**config.mk**
```make
export PLATFORM = sky130hd
export DESIGN_NAME = player_input_capture
export DESIGN_NICKNAME = d
export VERILOG_FILES = /design/src/rtl/player_input_capture.sv
export SDC_FILE = /design/constraint.sdc
export NUM_CORES = 1
export LEC_CHECK = 0
export ABC_AREA = 1
export ABC_CLOCK_PERIOD_IN_PS = 6300
export BUFFER_PORTS_ARGS = -buffer_cell sky130_fd_sc_hd__clkbuf_2
export CORE_MARGIN = 2
export CORE_UTILIZATION = 55
export DETAILED_ROUTE_END_ITERATION = 8
export PLACE_DENSITY = 0.82
export SLEW_MARGIN = 20
export SYNTH_ARGS = -nofsm -noshare
export SYNTH_HDL_FRONTEND = slang
export SYNTH_SLANG_ARGS = --single-unit
```
**constraint.sdc**
```tcl
create_clock -name clk -period 6.3 [get_ports clk]
set_clock_uncertainty 0.15 [all_clocks]
set_input_delay 0.945 -clock clk [delete_from_list [all_inputs] [get_ports clk]]
set_output_delay 0.945 -clock clk [all_outputs]
set_load 0.02 [all_outputs]
```
**src/rtl/player_input_capture.sv**
```systemverilog
// player_input_capture
//   Reads the player's reply to a flashed colour sequence. The four colour
//   switches are synchronised and debounced, and one-hot press/release events
//   are derived from the debounced value. Each press is encoded to a 2-bit
//   colour and compared in order against segment[0..len-1]. The block reports
//   a one-cycle round_done, or a held fail level with a reason code.
//
// State table
//   state        | meaning
//   IDLE         | no round in progress
//   WAIT_CLEAR   | armed while switches were held; waiting for all released
//   WAIT_PRESS   | waiting for the next press; tick pulses count toward timeout
//   WAIT_RELEASE | correct colour accepted; waiting for all switches released
//   DONE         | all entries matched; emits round_done for one cycle
//   FAIL         | round failed; fail/fail_code held until the next arm
//
// Ports
//   clk          in   system clock
//   reset        in   asynchronous active-low reset
//   player_input in   raw switches SW[3:0], asynchronous to clk
//   tick         in   one-cycle timer pulse used for the press timeout
//   arm          in   one-cycle start of a round (accepted in every state)
//   round_len    in   entries expected this round, sampled on arm
//   segment      in   expected colour sequence, entry 0 first
//   colour_o     out  colour of the last accepted press
//   colour_valid out  one-cycle strobe when a press is accepted
//   entry_idx    out  index of the next expected entry
//   busy         out  high while a round is being captured
//   round_done   out  one-cycle pulse when all entries matched
//   fail         out  failure level, held until the next arm
//   fail_code    out  00 none, 01 wrong colour, 10 multi-switch, 11 timeout

module player_input_capture #(
  parameter int DEBOUNCE_CYCLES = 1_000_000,
  parameter int CNT_W           = 20,
  parameter int TIMEOUT_PULSES  = 8,
  parameter int MAX_ROUND       = 33
) (
  input  logic                      clk,
  input  logic                      reset,
  input  logic [3:0]                player_input,
  input  logic                      tick,
  input  logic                      arm,
  input  logic [5:0]                round_len,
  input  logic [MAX_ROUND-1:0][1:0] segment,
  output logic [1:0]                colour_o,
  output logic                      colour_valid,
  output logic [5:0]                entry_idx,
  output logic                      busy,
  output logic                      round_done,
  output logic                      fail,
  output logic [1:0]                fail_code
);

  localparam int TO_W = $clog2(TIMEOUT_PULSES + 1);

  localparam logic [1:0] CODE_NONE  = 2'b00;
  localparam logic [1:0] CODE_WRONG = 2'b01;
  localparam logic [1:0] CODE_MULTI = 2'b10;
  localparam logic [1:0] CODE_TOUT  = 2'b11;

  typedef enum logic [2:0] {
    IDLE,
    WAIT_CLEAR,
    WAIT_PRESS,
    WAIT_RELEASE,
    DONE,
    FAIL
  } state_t;

  state_t           state_q;
  logic [3:0]       sync1_q;
  logic [3:0]       sync_q;
  logic [3:0]       stable_q;
  logic [3:0]       prev_q;
  logic [CNT_W-1:0] db_cnt_q;
  logic [TO_W-1:0]  to_cnt_q;
  logic [5:0]       len_q;

  logic       press_w;
  logic       release_w;
  logic       onehot_w;
  logic [1:0] enc_w;
  logic [5:0] len_clamp_w;
  logic [5:0] idx_next_w;

  // Two-flop synchroniser on the raw switches.
  always_ff @(posedge clk or negedge reset) begin
    if (!reset) begin
      sync1_q <= 4'b0;
      sync_q  <= 4'b0;
    end else begin
      sync1_q <= player_input;
      sync_q  <= sync1_q;
    end
  end

  // Debounce: sync must differ from stable for DEBOUNCE_CYCLES consecutive
  // cycles before stable follows it; any return to the stable value restarts.
  always_ff @(posedge clk or negedge reset) begin
    if (!reset) begin
      stable_q <= 4'b0;
      prev_q   <= 4'b0;
      db_cnt_q <= '0;
    end else begin
      prev_q <= stable_q;
      if (sync_q == stable_q) begin
        db_cnt_q <= '0;
      end else if (db_cnt_q == CNT_W'(DEBOUNCE_CYCLES - 1)) begin
        stable_q <= sync_q;
        db_cnt_q <= '0;
      end else begin
        db_cnt_q <= db_cnt_q + 1'b1;
      end
    end
  end

  // Events are edges of the debounced value, seen one cycle after stable moves.
  assign press_w   = (prev_q == 4'b0) && (stable_q != 4'b0);
  assign release_w = (prev_q != 4'b0) && (stable_q == 4'b0);
  assign onehot_w  = ((stable_q & (stable_q - 4'd1)) == 4'b0);

  always_comb begin
    enc_w = 2'd0;
    case (stable_q)
      4'b0010: enc_w = 2'd1;
      4'b0100: enc_w = 2'd2;
      4'b1000: enc_w = 2'd3;
      default: enc_w = 2'd0;
    endcase
  end

  assign len_clamp_w = (round_len > 6'(MAX_ROUND)) ? 6'(MAX_ROUND) : round_len;
  assign idx_next_w  = entry_idx + 6'd1;

  always_ff @(posedge clk or negedge reset) begin
    if (!reset) begin
      state_q      <= IDLE;
      to_cnt_q     <= '0;
      len_q        <= 6'd0;
      colour_o     <= 2'd0;
      colour_valid <= 1'b0;
      entry_idx    <= 6'd0;
      busy         <= 1'b0;
      round_done   <= 1'b0;
      fail         <= 1'b0;
      fail_code    <= CODE_NONE;
    end else begin
      colour_valid <= 1'b0;
      round_done   <= 1'b0;
      if (arm) begin
        entry_idx <= 6'd0;
        len_q     <= len_clamp_w;
        fail      <= 1'b0;
        fail_code <= CODE_NONE;
        to_cnt_q  <= '0;
        if (len_clamp_w == 6'd0) begin
          state_q <= DONE;
          busy    <= 1'b0;
        end else if (stable_q != 4'b0) begin
          // Switches already down at arm must not count as the first press.
          state_q <= WAIT_CLEAR;
          busy    <= 1'b1;
        end else begin
          state_q <= WAIT_PRESS;
          busy    <= 1'b1;
        end
      end else begin
        case (state_q)
          IDLE: ;
          WAIT_CLEAR: begin
            if (stable_q == 4'b0) state_q <= WAIT_PRESS;
          end
          WAIT_PRESS: begin
            // A press in the same cycle as the final tick takes priority.
            if (press_w) begin
              if (onehot_w) begin
                colour_valid <= 1'b1;
                colour_o     <= enc_w;
                if (enc_w == segment[entry_idx]) begin
                  state_q <= WAIT_RELEASE;
                end else begin
                  state_q   <= FAIL;
                  busy      <= 1'b0;
                  fail      <= 1'b1;
                  fail_code <= CODE_WRONG;
                end
              end else begin
                state_q   <= FAIL;
                busy      <= 1'b0;
                fail      <= 1'b1;
                fail_code <= CODE_MULTI;
              end
            end else if (tick) begin
              if (to_cnt_q == TO_W'(TIMEOUT_PULSES - 1)) begin
                state_q   <= FAIL;
                busy      <= 1'b0;
                fail      <= 1'b1;
                fail_code <= CODE_TOUT;
              end else begin
                to_cnt_q <= to_cnt_q + 1'b1;
              end
            end
          end
          WAIT_RELEASE: begin
            if (release_w) begin
              entry_idx <= idx_next_w;
              to_cnt_q  <= '0;
              if (idx_next_w == len_q) begin
                state_q <= DONE;
                busy    <= 1'b0;
              end else begin
                state_q <= WAIT_PRESS;
              end
            end
          end
          DONE: begin
            round_done <= 1'b1;
            state_q    <= IDLE;
          end
          FAIL: ;
          default: begin
            state_q <= IDLE;
            busy    <= 1'b0;
          end
        endcase
      end
    end
  end

endmodule
```
==> results.json <==
{
  "finalHoldViolations": 0,
  "p_per_area_mw_per_mm2": 232,
  "grt-ovfl-total": 0,
  "finalSetupViolCount": 0,
  "drtIter0Drc": 213,
  "dieArea_sq_mm": 0.00771,
  "synth_ff_type": "dfrtp_1",
  "path_class": "register to register",
  "rsz0062_at_grt": "false",
  "worstSetupEndpoint": "fail_code[1]",
  "avgViaCountPerCell": 5.23,
  "clock_path_buffers": 2,
  "startpoint": "entry_idx[0]",
  "num_rows": 30,
  "core-area_sq_mm": 0.00679,
  "multi_input_area_sq_mm": 0.00192,
  "vdd_ir_drop_max_uv": 192,
  "worstPathArrival_ps": 2800,
  "clkTransAtPathRegs_ps": 70,
  "start_util": 0.569,
  "synthDistinctLibCells": 38,
  "grt_pass1_wl_um": 14700,
  "cp-start-kind": "register",
  "syn_area_sq_mm": 0.00386,
  "worstSkewPairLatency_ps": 340,
  "syn_nets": 618,
  "cts_root_buf": "clkbuf_8",
  "die_w_um": 87.8,
  "grt_usage": 0.243,
  "ios": 94,
  "hpwl_um": 6800,
  "r2r-end": "fail_code[1]",
  "antenna_cells": 0,
  "fin_tns_setup_ps": 0,
  "place_congestion": 0.877,
  "grt_max_degree": 64,
  "ant_nets": 0,
  "ctsResizeCount": 0,
  "period_minus_slack_ps": 2690,
  "cts_post_setup_buffers_inserted": 0,
  "ff2ff_path_depth": 15,
  "final-max-slew-violation-count": 0,
  "syn2layout_area_growth_pct": 17.7,
  "drive_above_1_share": 0.217,
  "outcome": "completed",
  "antenna_found_initial": 0,
  "nets": 709,
  "cp.required_ps": 6410,
  "final_common_cell": "nand2_1",
  "ys_seq_area_frac": 0.408,
  "seqCellArea_sq_mm": 0.00158,
  "ys_seq_elements": 63,
  "setup.worst_path.end_class": "register",
  "crit_fanout": 33,
  "synthCells": 535,
  "drc": 0,
  "timing.rr.start": "entry_idx[0]",
  "cap_violations": 0,
  "cts_tree": "yes",
  "synth-edff-count": 0,
  "reg2reg_slack_ps": 3610,
  "die_h_um": 87.8,
  "total_power_mw": 1.05,
  "avgSynthCellArea_sq_um": 7.22,
  "n_fill_cell": 589,
  "postCtsHoldBufs": 0,
  "post_dp_cell_area_sq_mm": 0.00436,
  "final_area_sq_mm": 0.00455,
  "cts_made_buffers": 9,
  "slew_headroom": 0.482,
  "cts.sinks": 63,
  "hp-class": "register to register",
  "worst-slew-pin-transition_ps": 776,
  "p_leak_nw": 2.38,
  "ys_warn_count": 0,
  "fin_crit_sh": 0.427,
  "vias": 3801,
  "wl_per_cell_um": 12.5,
  "cts_htree_levels": 3,
  "drt-total-wl_um": 9070,
  "port_buffers": 93,
  "mostFrequentLayoutCells": "nand2_1 (137), clkbuf_2 (93), nor2_1 (72), inv_1 (65), dfrtp_1 (63)",
  "async_flop_share": 1.00,
  "first_pass_iters": 5,
  "fmax_mhz": 372,
  "grt_pass1_vias": 3406
}
==> cell families after synthesis <==
logic type      count (synthesis)  synth area share
compound gates                 67            0.0923
xor+xnor                       13            0.0295
flops                          63             0.408
buf+inv                        85            0.0958
simple gates                  301             0.356
mux                             3           0.00874
fa+ha+maj                       3           0.00971
==> state kept, by name, indices dropped and copies added (netlist names) <==
| register | cells |
|---|---|
| fail_code | 2 |
| entry_idx | 6 |
| fail | 1 |
| len_q | 6 |
| colour_valid | 1 |
| sync1_q | 4 |
| prev_q | 4 |
| busy | 1 |
| colour_o | 2 |
| stable_q | 4 |
| to_cnt_q | 4 |
| round_done | 1 |
| db_cnt_q | 20 |
| sync_q | 4 |
| state_q | 3 |
==> through the flow <==
stage	setup slack [ps]	util	hold WS, ps	std cells
after global routing	3310	0.670	205	727
after CTS	3620	0.670	200	727
after floorplan	4110	-	181	535
after global placement	3690	0.641	185	711
final	3610	0.670	197	727
after detailed placement	3620	0.641	185	711
==> worst min-delay path by stage <==
stage	start	endpoint	slack, ps	cells after the start
floorplan	sync1_q[0]	sync_q[0]	180	0
detailed placement	sync1_q[2]	sync_q[2]	180	0
global route	sync1_q[1]	sync_q[1]	210	0
CTS	sync1_q[2]	sync_q[2]	200	0
finish	sync1_q[2]	sync_q[2]	200	0
global placement	sync1_q[2]	sync_q[2]	180	0
==> power breakdown <==
group / internal [mW] / total, mW / switching [mW]
registers: 0.448 / 0.487 / 0.0382
logic: 0.0892 / 0.225 / 0.136
clock network: 0.193 / 0.343 / 0.150
==> per-layer routing <==
metal,wire length (um),vias to the layer above,GRT usage
met4,108,0,0.0741
met2,4190,168,0.410
li1,-,1903,-
met1,4040,1718,0.309
met3,724,12,0.0594
met5,0,-,0
==> Yosys cell counts (8+ instances only) <==
cell / instances / area [sq um]
inv_1: 65 / 244
a21oi_1: 20 / 100
o21ai_0: 31 / 155
xor2_1: 9 / 78.8
nand4_1: 8 / 50.1
nor2_1: 72 / 270
dfrtp_1: 63 / 1580
nand2_1: 137 / 514
nor3_1: 8 / 40.0
nand3_1: 45 / 225
==> area by class of cell <==
type | instances | share of cell area
multi-input combinational | 387 | 0.422
inverter | 70 | 0.0578
timing repair buffer | 95 | 0.106
sequential | 63 | 0.347
tap | 96 | 0.0264
clock inverter | 3 | 0.00935
clock buffer | 13 | 0.0327
==> worst max-delay path, stage by stage (launching register included) <==
cell and delay (ps):
dfrtp_1 560, buf_4 360, inv_2 260, nand2_1 110
nand3_1 90, nand3_1 120, nand2_1 60, nor2_1 100
nand2_1 50, nand3_1 110, nand2_1 60, nand2_1 50
nand2_1 90, nand3_1 130, nand4_2 120, o21ai_1 170
No activity file was read; power rests on OpenSTA's default activity.
